File: src/rtl/fpu_wb_if.sv
// Wishbone slave bus bundle for the FPU register front end.
// Signals keep the slave-side Wishbone names (_i = into the slave, _o = out of it).
//   wbs_cyc_i, wbs_stb_i, wbs_we_i  : cycle, strobe, write enable
//   wbs_sel_i[3:0]                  : byte-lane selects
//   wbs_adr_i[31:0], wbs_dat_i[31:0]: address and write data
//   wbs_ack_o, wbs_dat_o[31:0]      : acknowledge and read data
interface fpu_wb_if;
  logic        wbs_cyc_i;
  logic        wbs_stb_i;
  logic        wbs_we_i;
  logic [3:0]  wbs_sel_i;
  logic [31:0] wbs_adr_i;
  logic [31:0] wbs_dat_i;
  logic        wbs_ack_o;
  logic [31:0] wbs_dat_o;

  modport master (
    output wbs_cyc_i, wbs_stb_i, wbs_we_i, wbs_sel_i, wbs_adr_i, wbs_dat_i,
    input  wbs_ack_o, wbs_dat_o
  );

  modport slave (
    input  wbs_cyc_i, wbs_stb_i, wbs_we_i, wbs_sel_i, wbs_adr_i, wbs_dat_i,
    output wbs_ack_o, wbs_dat_o
  );
endinterface

File: src/rtl/fpu_wb_regs.sv
// Wishbone register front end of the user-project FPU.
// Holds operands A/B/C, rounding mode and the operation word; launches
// operations. Sign-injection is computed locally, every other operation is
// handed to an external core whose result and flags are captured here.
// Ports:
//   wb_clk_i, wb_rst_n : clock, asynchronous active-low reset
//   wb                 : Wishbone slave bus (fpu_wb_if.slave)
//   a, b, c            : operand registers to the core
//   rm                 : rounding mode / sign-inject variant
//   op_in, valid_in    : one-hot operation and its valid bit, as written
//   core_start         : one-cycle start pulse for core operations
//   core_done, core_result, core_flags : core completion handshake
//   irq                : level interrupt, equal to status.done
module fpu_wb_regs #(
  parameter logic [31:0] BASE_ADDR = 32'h3000_0000
) (
  input  logic        wb_clk_i,
  input  logic        wb_rst_n,
  fpu_wb_if.slave     wb,
  output logic [31:0] a,
  output logic [31:0] b,
  output logic [31:0] c,
  output logic [2:0]  rm,
  output logic [11:0] op_in,
  output logic        valid_in,
  output logic        core_start,
  input  logic        core_done,
  input  logic [31:0] core_result,
  input  logic [4:0]  core_flags,
  output logic        irq
);

  typedef enum logic [1:0] {
    ST_IDLE = 2'd0,  // no operation in flight
    ST_SGNJ = 2'd1,  // sign-inject result is produced this cycle
    ST_BAD  = 2'd2,  // malformed op word, invalid-op result this cycle
    ST_CORE = 2'd3   // waiting for core_done
  } state_t;

  state_t      state, state_nxt;
  logic [31:0] result_q, result_nxt;
  logic [4:0]  flags_q, flags_nxt;
  logic        done_q;
  logic        set_done;
  logic        core_start_nxt;
  logic        hit, req, wr;
  logic [2:0]  idx;
  logic [31:0] op_wdata;
  logic        start, busy, sgn;
  logic [31:0] rdata;
  logic        unused_bits;

  // Byte-lane merge: selected bytes come from new_v, the rest keep old_v.
  function automatic logic [31:0] merge(input logic [31:0] old_v,
                                        input logic [31:0] new_v,
                                        input logic [3:0]  sel);
    logic [31:0] r;
    for (int i = 0; i < 4; i++)
      r[i*8 +: 8] = sel[i] ? new_v[i*8 +: 8] : old_v[i*8 +: 8];
    return r;
  endfunction

  assign hit      = (wb.wbs_adr_i[31:5] == BASE_ADDR[31:5]);
  // A request is taken only while ack is low, so ack is a single-cycle pulse
  // even when the master keeps stb asserted.
  assign req      = wb.wbs_cyc_i & wb.wbs_stb_i & ~wb.wbs_ack_o & hit;
  assign wr       = req & wb.wbs_we_i;
  assign idx      = wb.wbs_adr_i[4:2];
  assign op_wdata = merge({19'd0, valid_in, op_in}, wb.wbs_dat_i, wb.wbs_sel_i);
  assign busy     = (state != ST_IDLE);
  // Launch only on a 0->1 edge of valid_in; while busy the register still
  // updates but nothing starts.
  assign start    = wr && (idx == 3'd7) && !valid_in && op_wdata[12] && !busy;
  assign irq      = done_q;
  assign unused_bits = ^{wb.wbs_adr_i[1:0], op_wdata[31:13]};

  always_comb begin
    case (rm)
      3'b000:  sgn = b[31];
      3'b001:  sgn = ~b[31];
      3'b010:  sgn = a[31] ^ b[31];
      default: sgn = a[31];
    endcase
  end

  // NOTE: every output of a combinational block gets a default before the
  // case so no path leaves it unassigned, which would infer a latch.
  always_comb begin
    state_nxt      = state;
    result_nxt     = result_q;
    flags_nxt      = flags_q;
    set_done       = 1'b0;
    core_start_nxt = 1'b0;
    case (state)
      ST_IDLE: begin
        if (start) begin
          if (!$onehot(op_wdata[11:0])) begin
            state_nxt = ST_BAD;
          end else if (op_wdata[10]) begin
            state_nxt = ST_SGNJ;
          end else begin
            state_nxt      = ST_CORE;
            core_start_nxt = 1'b1;
          end
        end
      end
      ST_SGNJ: begin
        // NaN payloads pass through untouched; only the sign bit is replaced.
        result_nxt = {sgn, a[30:0]};
        flags_nxt  = 5'b00000;
        set_done   = 1'b1;
        state_nxt  = ST_IDLE;
      end
      ST_BAD: begin
        result_nxt = 32'd0;
        flags_nxt  = 5'b10000;
        set_done   = 1'b1;
        state_nxt  = ST_IDLE;
      end
      ST_CORE: begin
        if (core_done) begin
          result_nxt = core_result;
          flags_nxt  = core_flags;
          set_done   = 1'b1;
          state_nxt  = ST_IDLE;
        end
      end
      default: state_nxt = ST_IDLE;
    endcase
  end

  always_comb begin
    rdata = 32'd0;
    case (idx)
      3'd0: rdata = a;
      3'd1: rdata = b;
      3'd2: rdata = c;
      3'd3: rdata = result_q;
      3'd4: rdata = {27'd0, flags_q};
      3'd5: rdata = {29'd0, rm};
      3'd6: rdata = {30'd0, busy, done_q};
      3'd7: rdata = {19'd0, valid_in, op_in};
      default: rdata = 32'd0;
    endcase
  end

  always_ff @(posedge wb_clk_i or negedge wb_rst_n) begin
    if (!wb_rst_n) state <= ST_IDLE;
    else           state <= state_nxt;
  end

  // NOTE: sequential state uses non-blocking assignments so every register
  // samples pre-edge values regardless of statement order.
  always_ff @(posedge wb_clk_i or negedge wb_rst_n) begin
    if (!wb_rst_n) begin
      wb.wbs_ack_o <= 1'b0;
      wb.wbs_dat_o <= 32'd0;
      a            <= 32'd0;
      b            <= 32'd0;
      c            <= 32'd0;
      rm           <= 3'd0;
      op_in        <= 12'd0;
      valid_in     <= 1'b0;
      core_start   <= 1'b0;
      result_q     <= 32'd0;
      flags_q      <= 5'd0;
      done_q       <= 1'b0;
    end else begin
      wb.wbs_ack_o <= req;
      if (req && !wb.wbs_we_i) wb.wbs_dat_o <= rdata;
      core_start <= core_start_nxt;
      result_q   <= result_nxt;
      flags_q    <= flags_nxt;
      if (wr) begin
        case (idx)
          3'd0: a <= merge(a, wb.wbs_dat_i, wb.wbs_sel_i);
          3'd1: b <= merge(b, wb.wbs_dat_i, wb.wbs_sel_i);
          3'd2: c <= merge(c, wb.wbs_dat_i, wb.wbs_sel_i);
          3'd5: if (wb.wbs_sel_i[0]) rm <= wb.wbs_dat_i[2:0];
          3'd7: {valid_in, op_in} <= op_wdata[12:0];
          default: ;  // RESULT, FLAGS, STATUS hold no writable data bits
        endcase
      end
      // Completion beats a same-cycle write-1-to-clear.
      if (set_done)
        done_q <= 1'b1;
      else if (start)
        done_q <= 1'b0;
      else if (wr && idx == 3'd6 && wb.wbs_sel_i[0] && wb.wbs_dat_i[0])
        done_q <= 1'b0;
    end
  end

endmodule

File: src/flat_wrapper.sv
// flat-port wrapper written by rule: the top's interface ports become plain ports
module fpu_wb_regs_flat 
#(
  parameter logic [31:0] BASE_ADDR = 32'h3000_0000
)
  (wb_clk_i, wb_rst_n, a, b, c, rm, op_in, valid_in, core_start, core_done, core_result, core_flags, irq, wb_wbs_cyc_i, wb_wbs_stb_i, wb_wbs_we_i, wb_wbs_sel_i, wb_wbs_adr_i, wb_wbs_dat_i, wb_wbs_ack_o, wb_wbs_dat_o);
  fpu_wb_if wb_i ();
  input  logic wb_clk_i;
  input  logic wb_rst_n;
  output logic [31:0] a;
  output logic [31:0] b;
  output logic [31:0] c;
  output logic [2:0] rm;
  output logic [11:0] op_in;
  output logic valid_in;
  output logic core_start;
  input  logic core_done;
  input  logic [31:0] core_result;
  input  logic [4:0] core_flags;
  output logic irq;
  input wire logic [$bits(wb_i.wbs_cyc_i)-1:0] wb_wbs_cyc_i;
  input wire logic [$bits(wb_i.wbs_stb_i)-1:0] wb_wbs_stb_i;
  input wire logic [$bits(wb_i.wbs_we_i)-1:0] wb_wbs_we_i;
  input wire logic [$bits(wb_i.wbs_sel_i)-1:0] wb_wbs_sel_i;
  input wire logic [$bits(wb_i.wbs_adr_i)-1:0] wb_wbs_adr_i;
  input wire logic [$bits(wb_i.wbs_dat_i)-1:0] wb_wbs_dat_i;
  output wire logic [$bits(wb_i.wbs_ack_o)-1:0] wb_wbs_ack_o;
  output wire logic [$bits(wb_i.wbs_dat_o)-1:0] wb_wbs_dat_o;
  assign wb_i.wbs_cyc_i = wb_wbs_cyc_i;
  assign wb_i.wbs_stb_i = wb_wbs_stb_i;
  assign wb_i.wbs_we_i = wb_wbs_we_i;
  assign wb_i.wbs_sel_i = wb_wbs_sel_i;
  assign wb_i.wbs_adr_i = wb_wbs_adr_i;
  assign wb_i.wbs_dat_i = wb_wbs_dat_i;
  assign wb_wbs_ack_o = wb_i.wbs_ack_o;
  assign wb_wbs_dat_o = wb_i.wbs_dat_o;
  fpu_wb_regs #(.BASE_ADDR(BASE_ADDR)) u_core (.wb_clk_i(wb_clk_i), .wb_rst_n(wb_rst_n), .wb(wb_i), .a(a), .b(b), .c(c), .rm(rm), .op_in(op_in), .valid_in(valid_in), .core_start(core_start), .core_done(core_done), .core_result(core_result), .core_flags(core_flags), .irq(irq));
endmodule
File: config.mk
export PLATFORM = sky130hd
export DESIGN_NAME = fpu_wb_regs_flat
export DESIGN_NICKNAME = d
export VERILOG_FILES = /design/src/rtl/fpu_wb_if.sv /design/src/rtl/fpu_wb_regs.sv /design/src/flat_wrapper.sv
export SDC_FILE = /design/constraint.sdc
export NUM_CORES = 1
export LEC_CHECK = 0
export ABC_AREA = 0
export CAP_MARGIN = 40
export CORE_MARGIN = 1
export CORE_UTILIZATION = 41
export DETAILED_ROUTE_END_ITERATION = 8
export HOLD_SLACK_MARGIN = 0.03
export PLACE_DENSITY = 0.7
export SLEW_MARGIN = 10
export SYNTH_ARGS = -nofsm -noshare
export SYNTH_HDL_FRONTEND = slang
export SYNTH_SLANG_ARGS = --single-unit
export TNS_END_PERCENT = 10
File: constraint.sdc
create_clock -name wb_clk_i -period 5.7 [get_ports wb_clk_i]
set_clock_uncertainty 0.2 [all_clocks]
set_input_delay 0.855 -clock wb_clk_i [delete_from_list [all_inputs] [get_ports wb_clk_i]]
set_output_delay 0.855 -clock wb_clk_i [all_outputs]
set_load 0.03 [all_outputs]
==> impl_metrics.ini, run 1 <==
[cts]
clock_latency_ns = 0.42
root_buffer = clkbuf_16
h-tree-depth = 4
cts_tree = built
cts_buffers = 17
cts_setup_buffers = 0
clockBufferDepth = 2
clk_pin_slew_ns = 0.08
ctsResizeCount = 0
holdBufCountCts = 0
cts_sinks = 186

[setup_path]
crit_type = in2reg
end_kind = flop
reg2reg_to = u_core.state[1]
rr_worst_depth = 15
cp.arrival_ns = 5.41
crit_top_cell = fa_1
crit_fanout = 5
startpoint_type = primary input
r2r_start = u_core.op_in[10]
path_cells = clkdlybuf4s50_1 -> mux2_2 -> ha_1 -> inv_1 -> fa_1 -> fa_1 -> inv_1 -> fa_1 -> ha_1 -> inv_1 -> fa_1 -> nand3b_1 -> nor4b_1 -> o21ai_0 -> nand2_1 -> mux2i_1
critical-path-slowest-cell = clkdlybuf4s50_1
crit_required_ns = 5.79
cpPeakStageDelay_ns = 0.62
reg2reg_slack_ns = 1.13

[timing]
postLayoutSetupSlackWorst_ns = 0.380
setup_viol = 0
max_slew.worst_pin.slew_ns = 0.830
drv_slew = 0
max_slew_margin = 0.445
max_freq_ghz = 0.188
finalHoldViolCount = 0
rsz0062_at_grt = no
finalCritPeriodShare = 0.933
period_needed_ns = 5.32
setup_tns_ns = 0

[finish]
drive_gt1_frac = 0.257
fillers = 2021
final_area_sq_um = 13400
fin_nets = 1152
syn2layout_area_growth_pct = 34.8
postLayoutCoreUtil = 0.566

[power]
leakagePower_nw = 5.98
vdd_drop_max_mv = 0.185
pwr_density_cell_nw_per_um2 = 237

[drt]
vias = 7249
wl_mm = 28.4
drc = 0
wl_per_cell_microns = 21.0
viasPerCell = 5.36
drt_iter0_drc = 344
antenna_left = 0
dr.pass1.iters = 5

[placed_design]
hpwl_mm = 19.5
place_area_sq_um = 12800
dp_slack_ns = 0.0287
gp_congestion = 0.829
port_buffers = 255

[yosys]
synthTopCellsByCount = dfrtp_1 (186), mux2_4 (72), mux2_2 (71)
synth_enable_flop_cells = 0
synthesis.instances = 778
synth_seq_cells = 186
yosysUniqueCellTypes = 53
synthArstFlopShare = 1.00
syn_nets = 910
yosys-top-cells-area = dfrtp_1 (47%), mux2_4 (11%), mux2_2 (8.1%)
yosys_warnings = 0
ys.flop_type = dfrtp_1
yosysMostFrequentCell = dfrtp_1
synth_area_per_cell_sq_um = 12.8
seq_area_frac_synth = 0.469
yosys.area.top_type = dfrtp_1
synth_top_area_share = 0.469
synth_area_sq_um = 9920

[min_path]
hold_path.class = in2async

[floorplanning]
initial_core_util = 0.420
die_height_microns = 158
die_w_microns = 158
fp.dieArea_sq_um = 24800
io_pins = 258
design.core.area_sq_um = 23600
rows = 56

[grt]
overflow = 0
grt_antenna_before_repair = 0
grt_pass1_wl_mm = 44.1
grt_max_degree = 85
grt_pass1_vias = 7568
gr-usage-all-layers = 0.238

[outcome]
outcome = completed

[run]
cap_violations = 0
[worst max-delay path, delay by kind of cell]
| kind | cells | cell delay [ns] |
|---|---|---|
| and+or+nand+nor | 3 | 0.60 |
| muxes | 2 | 0.51 |
| adders and majority gates | 6 | 2.50 |
| AOI/OAI and AO/OA | 1 | 0.14 |
| buffers and inverters | 4 | 0.78 |
[worst max-delay path by stage]
stage | start | to | cells past startpoint | slack (ns)
after global routing | wb_wbs_sel_i[1] | u_core.core_start | 15 | 0.17
after global placement | wb_wbs_sel_i[1] | u_core.core_start | 15 | 0.12
after floorplan | wb_wbs_sel_i[0] | u_core.core_start | 15 | 0.79
final | wb_wbs_sel_i[1] | u_core.state[1] | 16 | 0.38
after CTS | wb_wbs_sel_i[1] | u_core.state[1] | 16 | 0.43
after detailed placement | wb_wbs_sel_i[1] | u_core.core_start | 15 | 0.03
[state kept, by name (all words and copies together) (netlist names)]
register and count:
u_core.irq 1, u_core.valid_in 1, u_core.state 2, u_core.rm 3, u_core.result_q 32, u_core.wb.wbs_dat_o 32, u_core.flags_q 5, u_core.core_start 1
u_core.c 32, u_core.op_in 12, u_core.a 32, u_core.b 32, u_core.wb.wbs_ack_o 1
[power breakdown]
part / total, W / internal, W / switching (W)
logic: 0.000592 / 0.000213 / 0.000379
registers: 0.00139 / 0.00136 / 0.0000280
clock network: 0.00119 / 0.000622 / 0.000567
total: 0.00317 / 0.00220 / 0.000974
[cell type report]
type	count	area (sq um)	area share
antenna	1	2.50	0.000187
clock buffer	18	429	0.0321
clock inverter	14	153	0.0114
inverter	32	120	0.00899
multi-input combinational	513	4930	0.369
sequential	186	4650	0.348
tap	319	399	0.0299
timing repair buffer	270	2680	0.201
[metrics by stage]
stage          power, W  cells  hold WS (ns)
4_1_cts         0.00321   1352         0.289
3_3_place_gp    0.00197   1319         0.257
3_5_place_dp    0.00201   1320         0.271
2_1_floorplan   0.00173    778         0.245
6_report        0.00317   1353         0.282
5_1_grt         0.00332   1352         0.304
[kinds of logic after synthesis]
group,count (synthesis),share of synthesized area
flip-flops,186,0.469
AND/OR/NAND/NOR,178,0.127
multiplexers,177,0.254
AO/OA/AOI/OAI,135,0.0812
buffers and inverters,79,0.0347
adder cells (fa/ha/maj),21,0.0318
XOR/XNOR,2,0.00177
[placed cells by master (no fill, tap or decap), types with 3 or more instances in the layout]
master / netlist / final
nor2b_1: 25 / 25
nand4_1: 3 / 3
nor3b_1: 30 / 30
mux2i_1: 10 / 10
inv_1: 31 / 31
a21oi_1: 43 / 43
a22o_1: 8 / 8
buf_4: 3 / 15
inv_8: 0 / 3
mux2_4: 72 / 72
ha_1: 14 / 12
mux2_2: 71 / 71
mux4_2: 24 / 24
nand3_4: 9 / 9
nor4_1: 8 / 8
o22ai_1: 4 / 4
clkdlybuf4s50_1: 0 / 252
inv_6: 0 / 4
nand3_2: 3 / 3
dfrtp_1: 186 / 186
nand3b_1: 3 / 3
nand3_1: 11 / 11
nor4_4: 4 / 4
nor2_1: 8 / 8
nand2_1: 50 / 49
and3_1: 3 / 3
o21ai_0: 52 / 52
fa_1: 7 / 7
clkbuf_16: 0 / 17
a31o_2: 19 / 19
[layer usage]
layer	global-route usage	up-vias	part of all wire
met5	0	-	0
met4	0.0601	0	0.016
met3	0.0523	28	0.065
met2	0.384	241	0.47
met1	0.323	3649	0.45
li1	-	3331	-
(Power assumes the default switching activity.)
==> inputs of run 2 (changes only) <==
--- a/config.mk
+++ b/config.mk
@@ -7,11 +7,13 @@
 export LEC_CHECK = 0
 export ABC_AREA = 0
 export CAP_MARGIN = 40
+export CELL_PAD_IN_SITES_DETAIL_PLACEMENT = 2
+export CELL_PAD_IN_SITES_GLOBAL_PLACEMENT = 2
 export CORE_MARGIN = 1
-export CORE_UTILIZATION = 41
+export CORE_UTILIZATION = 32
 export DETAILED_ROUTE_END_ITERATION = 8
 export HOLD_SLACK_MARGIN = 0.03
-export PLACE_DENSITY = 0.7
+export PLACE_DENSITY = 0.81
 export SLEW_MARGIN = 10
 export SYNTH_ARGS = -nofsm -noshare
 export SYNTH_HDL_FRONTEND = slang
==> run 2 against run 1 <==
Against the previous run: core utilization fell by 12 points; die area rose by 28%; final area rose by 0.95%; clock-buffer cell count fell by 1; critical endpoint unchanged.
==> impl_metrics.ini, run 2 (synthesis gave the netlist of run 1 again) <==
[cts]
cts_setup_buffers = 0
h-tree-depth = 4
holdBufCountCts = 0
ctsResizeCount = 0
clockBufferDepth = 2
cts_buffers = 17
cts_tree = built
root_buffer = clkbuf_16
clk_pin_slew_ns = 0.08
cts_sinks = 186
clock_latency_ns = 0.44

[setup_path]
end_kind = flop
startpoint_type = primary input
r2r_start = u_core.op_in[10]
critPathLaunch = wb_wbs_sel_i[1]
crit_type = in2reg
rr_worst_depth = 15
reg2reg_slack_ns = 0.92
crit_required_ns = 5.81
crit_fanout = 5
cp.arrival_ns = 5.53
reg2reg_to = u_core.state[1]

[finish]
postLayoutCoreUtil = 0.442
layout_common_cells = clkdlybuf4s50_1 (252), dfrtp_1 (186), mux2_4 (72)
fin_nets = 1150
syn2layout_area_growth_pct = 36.0
final_common_cell = clkdlybuf4s50_1
drive_gt1_frac = 0.256

[timing]
max_slew.worst_pin.slew_ns = 0.901
setup_viol = 0
max_freq_ghz = 0.184
period_needed_ns = 5.43
max_slew_margin = 0.395
drv_slew = 0
finalHoldViolCount = 0
postLayoutSetupSlackWorst_ns = 0.273
finalCritPeriodShare = 0.952
rsz0062_at_grt = no

[drt]
vias = 7514
viasPerCell = 5.26
wl_per_cell_microns = 24.7
antenna_left = 0
wl_mm = 35.2
drc = 0
drt_iter0_drc = 293
dr.pass1.iters = 6

[grt]
grt_antenna_before_repair = 1
grt_max_degree = 98
grt_pass1_wl_mm = 53.7
overflow = 0
gr-usage-all-layers = 0.230
grt_pass1_vias = 8437

[power]
vdd_drop_max_mv = 0.166
pwr_density_cell_nw_per_um2 = 242
total_power_w = 0.00326
leakagePower_nw = 5.99

[outcome]
outcome = completed

[floorplanning]
design.core.area_sq_um = 30500
die_w_microns = 178
io_pins = 258
fp.dieArea_sq_um = 31700
die_height_microns = 178
initial_core_util = 0.325
rows = 64

[placed_design]
port_buffers = 255
hpwl_mm = 24.6
dp_slack_ns = -0.0676
gp_congestion = 0.751

[min_path]
hold_path.class = in2async

[run]
cap_violations = 0
==> run 2: worst max path at each step <==
stage,depth (start not counted),endpoint,slack [ns]
after CTS,16,u_core.state[1],0.25
after global routing,16,u_core.state[1],0.11
after global placement,15,u_core.core_start,0.09
after floorplan,15,u_core.core_start,0.79
after detailed placement,15,u_core.core_start,-0.07
final,16,u_core.state[1],0.27
==> run 2: power breakdown <==
group | total, W | internal (W) | switching, W
clock network | 0.00125 | 0.000632 | 0.000618
logic | 0.000619 | 0.000214 | 0.000405
registers | 0.00140 | 0.00136 | 0.0000305
total | 0.00326 | 0.00221 | 0.00105
==> run 2: through the flow <==
stage	TNS, ns	std cells	instance area [sq um]	hold slack (ns)
final	0	1428	13500	0.261
after CTS	0	1427	13500	0.283
after global placement	0	1393	12800	0.259
after floorplan	0	778	9920	0.245
after global routing	0	1427	13500	0.295
after detailed placement	-0.133	1395	12900	0.270
==> run 2: critical path, stage by stage <==
cell and delay, ns:
clkdlybuf4s50_1 0.57, mux2_2 0.43, ha_1 0.31, inv_1 0.07
fa_1 0.51, fa_1 0.52, inv_1 0.06, fa_1 0.50
ha_1 0.20, inv_1 0.07, fa_1 0.39, xnor2_1 0.18
nor4b_1 0.52, o21ai_0 0.17, nand2_1 0.10, mux2i_1 0.06
==> run 2: cell type report <==
class / instances / area [sq um]
clock inverter: 15 / 181
antenna: 1 / 2.50
inverter: 32 / 120
sequential: 186 / 4650
clock buffer: 17 / 425
fill: 3029 / 17000
timing repair buffer: 268 / 2690
tap: 396 / 495
multi-input combinational: 513 / 4930
==> run 2: metal layers <==
layer  part of all wire  vias to the layer above  track usage
met4              0.015                        0       0.0534
met5                  0                        -            0
li1                   -                     3328            -
met3              0.058                       29       0.0543
met1               0.42                     3950        0.288
met2               0.50                      207        0.398
